**config.mk**
```make
export PLATFORM = sky130hd
export DESIGN_NAME = regfile_wb_arbiter
export DESIGN_NICKNAME = d
export VERILOG_FILES = /design/src/rtl/regfile_pkg.sv /design/src/rtl/rr_arbiter2.sv /design/src/rtl/regfile_wb_arbiter.sv
export SDC_FILE = /design/constraint.sdc
export NUM_CORES = 1
export LEC_CHECK = 0
export BUFFER_PORTS_ARGS = -buffer_cell sky130_fd_sc_hd__buf_2
export CAP_MARGIN = 30
export CORE_MARGIN = 2
export CORE_UTILIZATION = 40
export CTS_BUF_LIST = sky130_fd_sc_hd__clkbuf_4 sky130_fd_sc_hd__clkbuf_8
export DETAILED_ROUTE_END_ITERATION = 16
export MAX_ROUTING_LAYER = met4
export PLACE_DENSITY_LB_ADDON = 0.3
export SLEW_MARGIN = 10
export SYNTH_ARGS = -nofsm -noshare
export SYNTH_HDL_FRONTEND = slang
export SYNTH_SLANG_ARGS = --single-unit
```
**constraint.sdc**
```tcl
create_clock -name clk -period 3.1 [get_ports clk]
set_clock_uncertainty 0.1 [all_clocks]
set_input_delay 0.62 -clock clk [delete_from_list [all_inputs] [get_ports clk]]
set_output_delay 0.62 -clock clk [all_outputs]
set_load 0.005 [all_outputs]
```
**src/rtl/regfile_pkg.sv**
```systemverilog
// Shared types and helpers for the register-file write-side controller.
// Register count, data width, index type and the index-to-enable decoder.
package regfile_pkg;

    localparam int NREG = 16;
    localparam int W    = 32;

    typedef logic [3:0] reg_idx_t;

    localparam reg_idx_t REG_ZERO = 4'd0;

    // r0 is hardwired zero, so its enable is never produced.
    function automatic logic [NREG-1:0] idx_to_onehot(input reg_idx_t idx);
        logic [NREG-1:0] mask;
        mask      = {NREG{1'b0}};
        mask[idx] = 1'b1;
        mask[0]   = 1'b0;
        return mask;
    endfunction

endpackage

```
**src/rtl/rr_arbiter2.sv**
```systemverilog
// Two-way round-robin arbiter; the pointer moves only when both requesters contend.
// Grants are combinational and suppressed while reset is asserted.
module rr_arbiter2 (
    input  logic clk,
    input  logic rstn,
    input  logic req0,
    input  logic req1,
    output logic gnt0,
    output logic gnt1
);

    logic prio1_r;
    logic gnt0_s;
    logic gnt1_s;

    // Grant selection from the requests and the priority pointer.
    always_comb begin
        gnt0_s = 1'b0;
        gnt1_s = 1'b0;
        if (!rstn) begin
            gnt0_s = 1'b0;
            gnt1_s = 1'b0;
        end else if (req0 && req1) begin
            if (prio1_r) begin
                gnt1_s = 1'b1;
            end else begin
                gnt0_s = 1'b1;
            end
        end else if (req0) begin
            gnt0_s = 1'b1;
        end else if (req1) begin
            gnt1_s = 1'b1;
        end else begin
            gnt0_s = 1'b0;
            gnt1_s = 1'b0;
        end
    end

    // Priority pointer: favour whoever lost the last contended cycle.
    always_ff @(posedge clk) begin
        if (!rstn) begin
            prio1_r <= 1'b0;
        end else if (req0 && req1) begin
            prio1_r <= gnt0_s;
        end else begin
            prio1_r <= prio1_r;
        end
    end

    assign gnt0 = gnt0_s;
    assign gnt1 = gnt1_s;

endmodule

```
**src/rtl/regfile_wb_arbiter.sv**
```systemverilog
// Write-side controller for the 16-entry register file: arbitrates ALU and load
// writebacks onto one registered write port and tracks pending writes for decode.
module regfile_wb_arbiter
    import regfile_pkg::*;
(
    input  logic            clk,
    input  logic            rstn,
    input  logic            alu_valid,
    input  logic [3:0]      alu_rd,
    input  logic [W-1:0]    alu_data,
    output logic            alu_ready,
    input  logic            mem_valid,
    input  logic [3:0]      mem_rd,
    input  logic [W-1:0]    mem_data,
    output logic            mem_ready,
    output logic [W-1:0]    wr_data,
    output logic [NREG-1:0] wr_en,
    input  logic            iss_valid,
    input  logic [3:0]      iss_rd,
    input  logic [3:0]      iss_rs1,
    input  logic [3:0]      iss_rs2,
    output logic            iss_ready,
    output logic [NREG-1:0] busy
);

    logic            alu_gnt_s;
    logic            mem_gnt_s;
    logic            xfer_s;
    reg_idx_t        sel_rd_s;
    logic [W-1:0]    sel_data_s;
    logic            iss_ready_s;
    logic [NREG-1:0] set_mask_s;
    logic [NREG-1:0] wr_en_r;
    logic [W-1:0]    wr_data_r;
    logic [NREG-1:0] busy_r;

    rr_arbiter2 u_arb (
        .clk  (clk),
        .rstn (rstn),
        .req0 (alu_valid),
        .req1 (mem_valid),
        .gnt0 (alu_gnt_s),
        .gnt1 (mem_gnt_s)
    );

    // Steer the granted requester onto the shared write path.
    always_comb begin
        xfer_s     = alu_gnt_s | mem_gnt_s;
        sel_rd_s   = REG_ZERO;
        sel_data_s = {W{1'b0}};
        if (alu_gnt_s) begin
            sel_rd_s   = reg_idx_t'(alu_rd);
            sel_data_s = alu_data;
        end else begin
            sel_rd_s   = reg_idx_t'(mem_rd);
            sel_data_s = mem_data;
        end
    end

    // RAW on either source and WAW on the destination both stall issue.
    always_comb begin
        iss_ready_s = 1'b1;
        set_mask_s  = {NREG{1'b0}};
        if (busy_r[iss_rs1] || busy_r[iss_rs2] || busy_r[iss_rd]) begin
            iss_ready_s = 1'b0;
        end else begin
            iss_ready_s = 1'b1;
        end
        if (iss_valid && iss_ready_s) begin
            set_mask_s = idx_to_onehot(reg_idx_t'(iss_rd));
        end else begin
            set_mask_s = {NREG{1'b0}};
        end
    end

    // Write stage and scoreboard; a busy bit clears on the same edge its register is written.
    always_ff @(posedge clk) begin
        if (!rstn) begin
            wr_en_r   <= {NREG{1'b0}};
            wr_data_r <= {W{1'b0}};
            busy_r    <= {NREG{1'b0}};
        end else begin
            if (xfer_s) begin
                wr_en_r   <= idx_to_onehot(sel_rd_s);
                wr_data_r <= sel_data_s;
            end else begin
                wr_en_r   <= {NREG{1'b0}};
                wr_data_r <= wr_data_r;
            end
            busy_r <= ((busy_r & ~wr_en_r) | set_mask_s) & ~{{(NREG-1){1'b0}}, 1'b1};
        end
    end

    assign alu_ready = alu_gnt_s;
    assign mem_ready = mem_gnt_s;
    assign iss_ready = iss_ready_s;
    assign wr_en     = wr_en_r;
    assign wr_data   = wr_data_r;
    assign busy      = busy_r;

endmodule

```
Word level (Yosys, flattened, before mapping)
Index checks and enable logic that the tools add are counted.

Input bits: 89. Bits in registers: 65.

Reduce and logical (&&, ||, !) cells: 7. $lt $le $gt $ge: 6. Muxes and demuxes: 23. Bitwise logic cells: 4.

Operators by type and width (count): $mux 32 (1); $lt 4x5->1 const B (4); $and 16x16->16 (1); $mux 16 (1); $not 16->16 (1); $or 16x16->16 (1); $mux 1 (15); $bmux 1 s4 (3); $demux 1 s4 (2); $ge 4x1->1 const B (2); $logic_and 1x1->1 (4); $mux 4 (1); $logic_or 1x1->1 (2); $reduce_and 2->1 (1); $or 1x1->1 (1).

Longest topological paths before layout
Word-level depth: 8. Depth in mapped cells: 8. Gate-level depth less buffers: 5.

Modules after synthesis
From an unflattened synthesis, not the netlist that was laid out.

Cell total of the unflattened synthesis: 325. Area total of the unflattened synthesis: 3204.3 um2.

By module, submodules not included: regfile_wb_arbiter (cells each 315, area an instance 3139.3 um2, sequential area each 1241.2 um2, times used 1); rr_arbiter2 (cells each 10, area an instance 65.1 um2, sequential area each 20.0 um2, times used 1).

Least setup slack after synthesis
No wires, ideal clock.

Path type: input to output. Start: input port iss_rd[0]. End: output port iss_ready. Slack: 0.222 ns. Arrival: 2.158 ns. Buffers on the path: 3. Cell stages on the path: 8. Cell sequence: buf_6 mux4_1 mux2i_1 o22ai_1 or3_1 buf_6 buf_12 nor2_1.

Longest elaborated chain between the ends: 4.

Ends and longest elaborated chain: from (decl) (line regfile_wb_arbiter.sv:19) `input logic [3:0] iss_rd,`; $bmux 1 s4 (line regfile_wb_arbiter.sv:64) `if (busy_r[iss_rs1] || busy_r[iss_rs2] || busy_r[iss_rd]) begin`; $mux 1 (not written as such) (line regfile_wb_arbiter.sv:64); $logic_or 1x1->1 (line regfile_wb_arbiter.sv:64); $mux 1 (line regfile_wb_arbiter.sv:64); to (decl) (line regfile_wb_arbiter.sv:22) `output logic iss_ready,`.

No other way between the ends. The select of a mux whose other input is x is not followed.

Worst setup path after layout
Same ends and word-level chain as after synthesis.

==> flow_summary_export.csv <==
group,metric,value,unit
sta,period_share,0.937,
cells_and_area,fillers,695,
synthesis,synth.avg_cell_area,9.25,um^2
placed_design,dpl_cell_area,3830,um^2
global_route,grt_pass1_wl,13900,um
routing,postRouteAntennaNets,0,
routing,drcViolationCount,0,
floorplan,initial_core_util,0.413,
placed_design,placed_cells,560,
cells_and_area,final_cell_area,4010,um^2
clock_network,worstSkewPairLatency,0.33,ns
routing,vias_per_cell,5.24,
synthesis,synth_edf_count,0,
sta,slew_violations,0,
synthesis,async_reset_ff_frac,0,
synthesis,synth_warnings,0,
floorplan,std_cell_rows,31,
global_route,grt.total_usage,0.217,
clock_network,cts_buffers,9,
global_route,antenna_found_initial,0,
clock_network,postCtsResizedCells,0,
floorplan,die_area,8150,um^2
global_route,grt_overflow,0,
power_and_ir_drop,pwr_density_cell,446,nW/um^2
run_status,status,"complete, no violations",
cells_and_area,stdcell_count,576,
sta,fin_tns_setup,0,ns
placed_design,globalplace.congestion,0.887,
floorplan,dieWidth,90.3,um
run,maxCapViolations,0,
clock_network,cts.path.max_buffers,2,
clock_network,post_cts_buffers,0,
cells_and_area,diodes,0,
floorplan,core_area,7210,um^2
routing,drtPass1Iterations,4,
setup_path,ff2ff_setup_slack,0.96,ns
setup_path,worstRegToRegCells,6,
routing,wire_per_inst,15.1,um
clock_network,postCtsHoldBufs,0,
clock_network,htreeDepth,3,
sta,setup_ws,0.196,ns
clock_network,cts-root-buf,"clkbuf_8",
floorplan,die_y,90.3,um
setup_path,cp.required,2.38,ns
synthesis,synth_ff_type,"dfxtp_1",
sta,min_period,2.90,ns
clock_network,cts_tree,"built",
synthesis,yosysSeqAreaShare,0.423,
power_and_ir_drop,vdd_drop_max,262,uV
synthesis,synthCells,322,
worst_hold_path,holdPathStages,1,
routing,finalWirelength,8690,um
synthesis,ys_types,39,
sta,max_freq,344,MHz
clock_network,cts.clk_slew.worst_paths,0.07,ns
setup_path,crit_fanout,9,
sta,rsz0062_at_grt,"no",
floorplan,io_pins,156,
setup_path,worstSetupPathType,"in -> out",
placed_design,hpwl,6700,um
routing,drtIter0Drc,118,
routing,num_vias,3017,
power_and_ir_drop,leakagePower,1.83,nW
synthesis,syn_area,2980,um^2
sta,final_hold_viol_count,0,
sta,setup-violations-final,0,
cells_and_area,syn2layout_area_growth,34.6,%
setup_path,arrival,2.18,ns
cells_and_area,fin_nets,561,
cells_and_area,drive_above_1_share,0.407,
setup_path,cp-start-kind,"input port",
clock_network,cts.sinks,63,
global_route,grt_pass1_vias,2902,
setup_path,end_kind,"output port",
synthesis,synth_seq_cells,63,
placed_design,dp_slack,0.178,ns
placed_design,portBuffers,153,
worst_hold_path,holdCritPathClass,"reg -> reg",
global_route,grt_max_degree,37,
-- routing by layer --
layer,vias to the layer above,track usage,part of all wire
met5,-,-,0
met4,0,0.0833,0.019
met3,13,0.0518,0.073
met2,134,0.354,0.49
met1,1400,0.262,0.42
li1,1470,-,-
-- worst max-delay path, stage by stage --
cell	delay (ns)
buf_2	0.18
mux4_1	0.57
mux2i_1	0.15
o22ai_1	0.09
or3_1	0.34
nor2_1	0.11
buf_2	0.12
-- placed cells by master, fill, tap and decap left out, drive strengths merged, types with 2 or more instances in the layout --
cell type,count
a221oi,3
mux2i,2
buf,160
a21oi,3
a211oi,2
a21boi,32
a22oi,33
nand3b,15
inv,8
nand2,54
clkinvlp,3
mux2,5
dfxtp,63
nor3b,5
o21ai,3
clkbuf,11
o31ai,11
conb,2
nor2,22
and3,5
o22ai,5
and2,2
nor2b,6
mux4,7
a31oi,5
clkinv,2
-- area by class of cell --
cell class,instances,area [um^2],area share
clock buffer,11,151,0.0378
clock inverter,5,32.5,0.00811
inverter,8,30.0,0.00749
multi-input combinational,230,1590,0.397
sequential,63,1260,0.315
tap,99,124,0.0309
timing repair buffer,160,818,0.204
-- path summary, 6_finish.rpt --
path,from,endpoint
min,wr_en[11]$_SDFF_PN0_,busy[11]$_SDFF_PN0_
min reg2reg,wr_en[11]$_SDFF_PN0_,busy[11]$_SDFF_PN0_
max reg2reg,busy[11]$_SDFF_PN0_,busy[5]$_SDFF_PN0_
max,iss_rd[0],iss_ready
-- through the flow --
stage	total power, mW	hold WS [ns]	util
2_1_floorplan	1.03	0.327	-
3_3_place_gp	1.15	0.321	0.530
3_5_place_dp	1.16	0.338	0.530
4_1_cts	1.81	0.344	0.556
5_1_grt	1.88	0.377	0.556
6_report	1.79	0.341	0.556
-- synth_stat cells (2+ instances only) --
master	number	share of area
a211oi_1	2	0.0050
a21boi_0	32	0.081
a21oi_1	3	0.0050
a221oi_1	3	0.0088
a22oi_1	33	0.083
a31oi_1	5	0.010
and2_1	2	0.0042
and3_1	5	0.010
buf_2	2	0.0034
buf_4	2	0.0050
buf_6	2	0.0076
clkbuf_1	15	0.019
dfxtp_1	63	0.42
inv_1	8	0.010
mux2_2	5	0.019
mux2i_1	2	0.0067
mux4_1	3	0.026
mux4_2	4	0.030
nand2_1	54	0.068
nand3b_1	15	0.038
nor2_1	22	0.028
nor2b_1	6	0.013
nor3b_1	5	0.013
o21ai_0	2	0.0034
o22ai_1	5	0.010
o31ai_1	6	0.015
o31ai_2	4	0.017
-- kinds of logic after synthesis --
kind of cell | Yosys count | synth area share
xor gates and xnor gates | 1 | 0.00294
and+or+nand+nor | 112 | 0.179
DFF | 63 | 0.423
other | 1 | 0.00126
muxes | 14 | 0.0823
buffers and inverters | 30 | 0.0517
AOI/OAI and AO/OA | 101 | 0.259
-- state kept, by name, summed over array words and instances, names as in the netlist --
register,cells
wr_data,32
u_arb.prio1_r,1
wr_en,15
busy,15
-- power breakdown --
group          switching [mW]  leakage, nW  internal (mW)
sequential             0.0220        0.513          0.846
clock                   0.316       0.0873          0.331
combinational           0.146         1.22          0.130
Note: power is estimated with default switching activity, not from simulation.
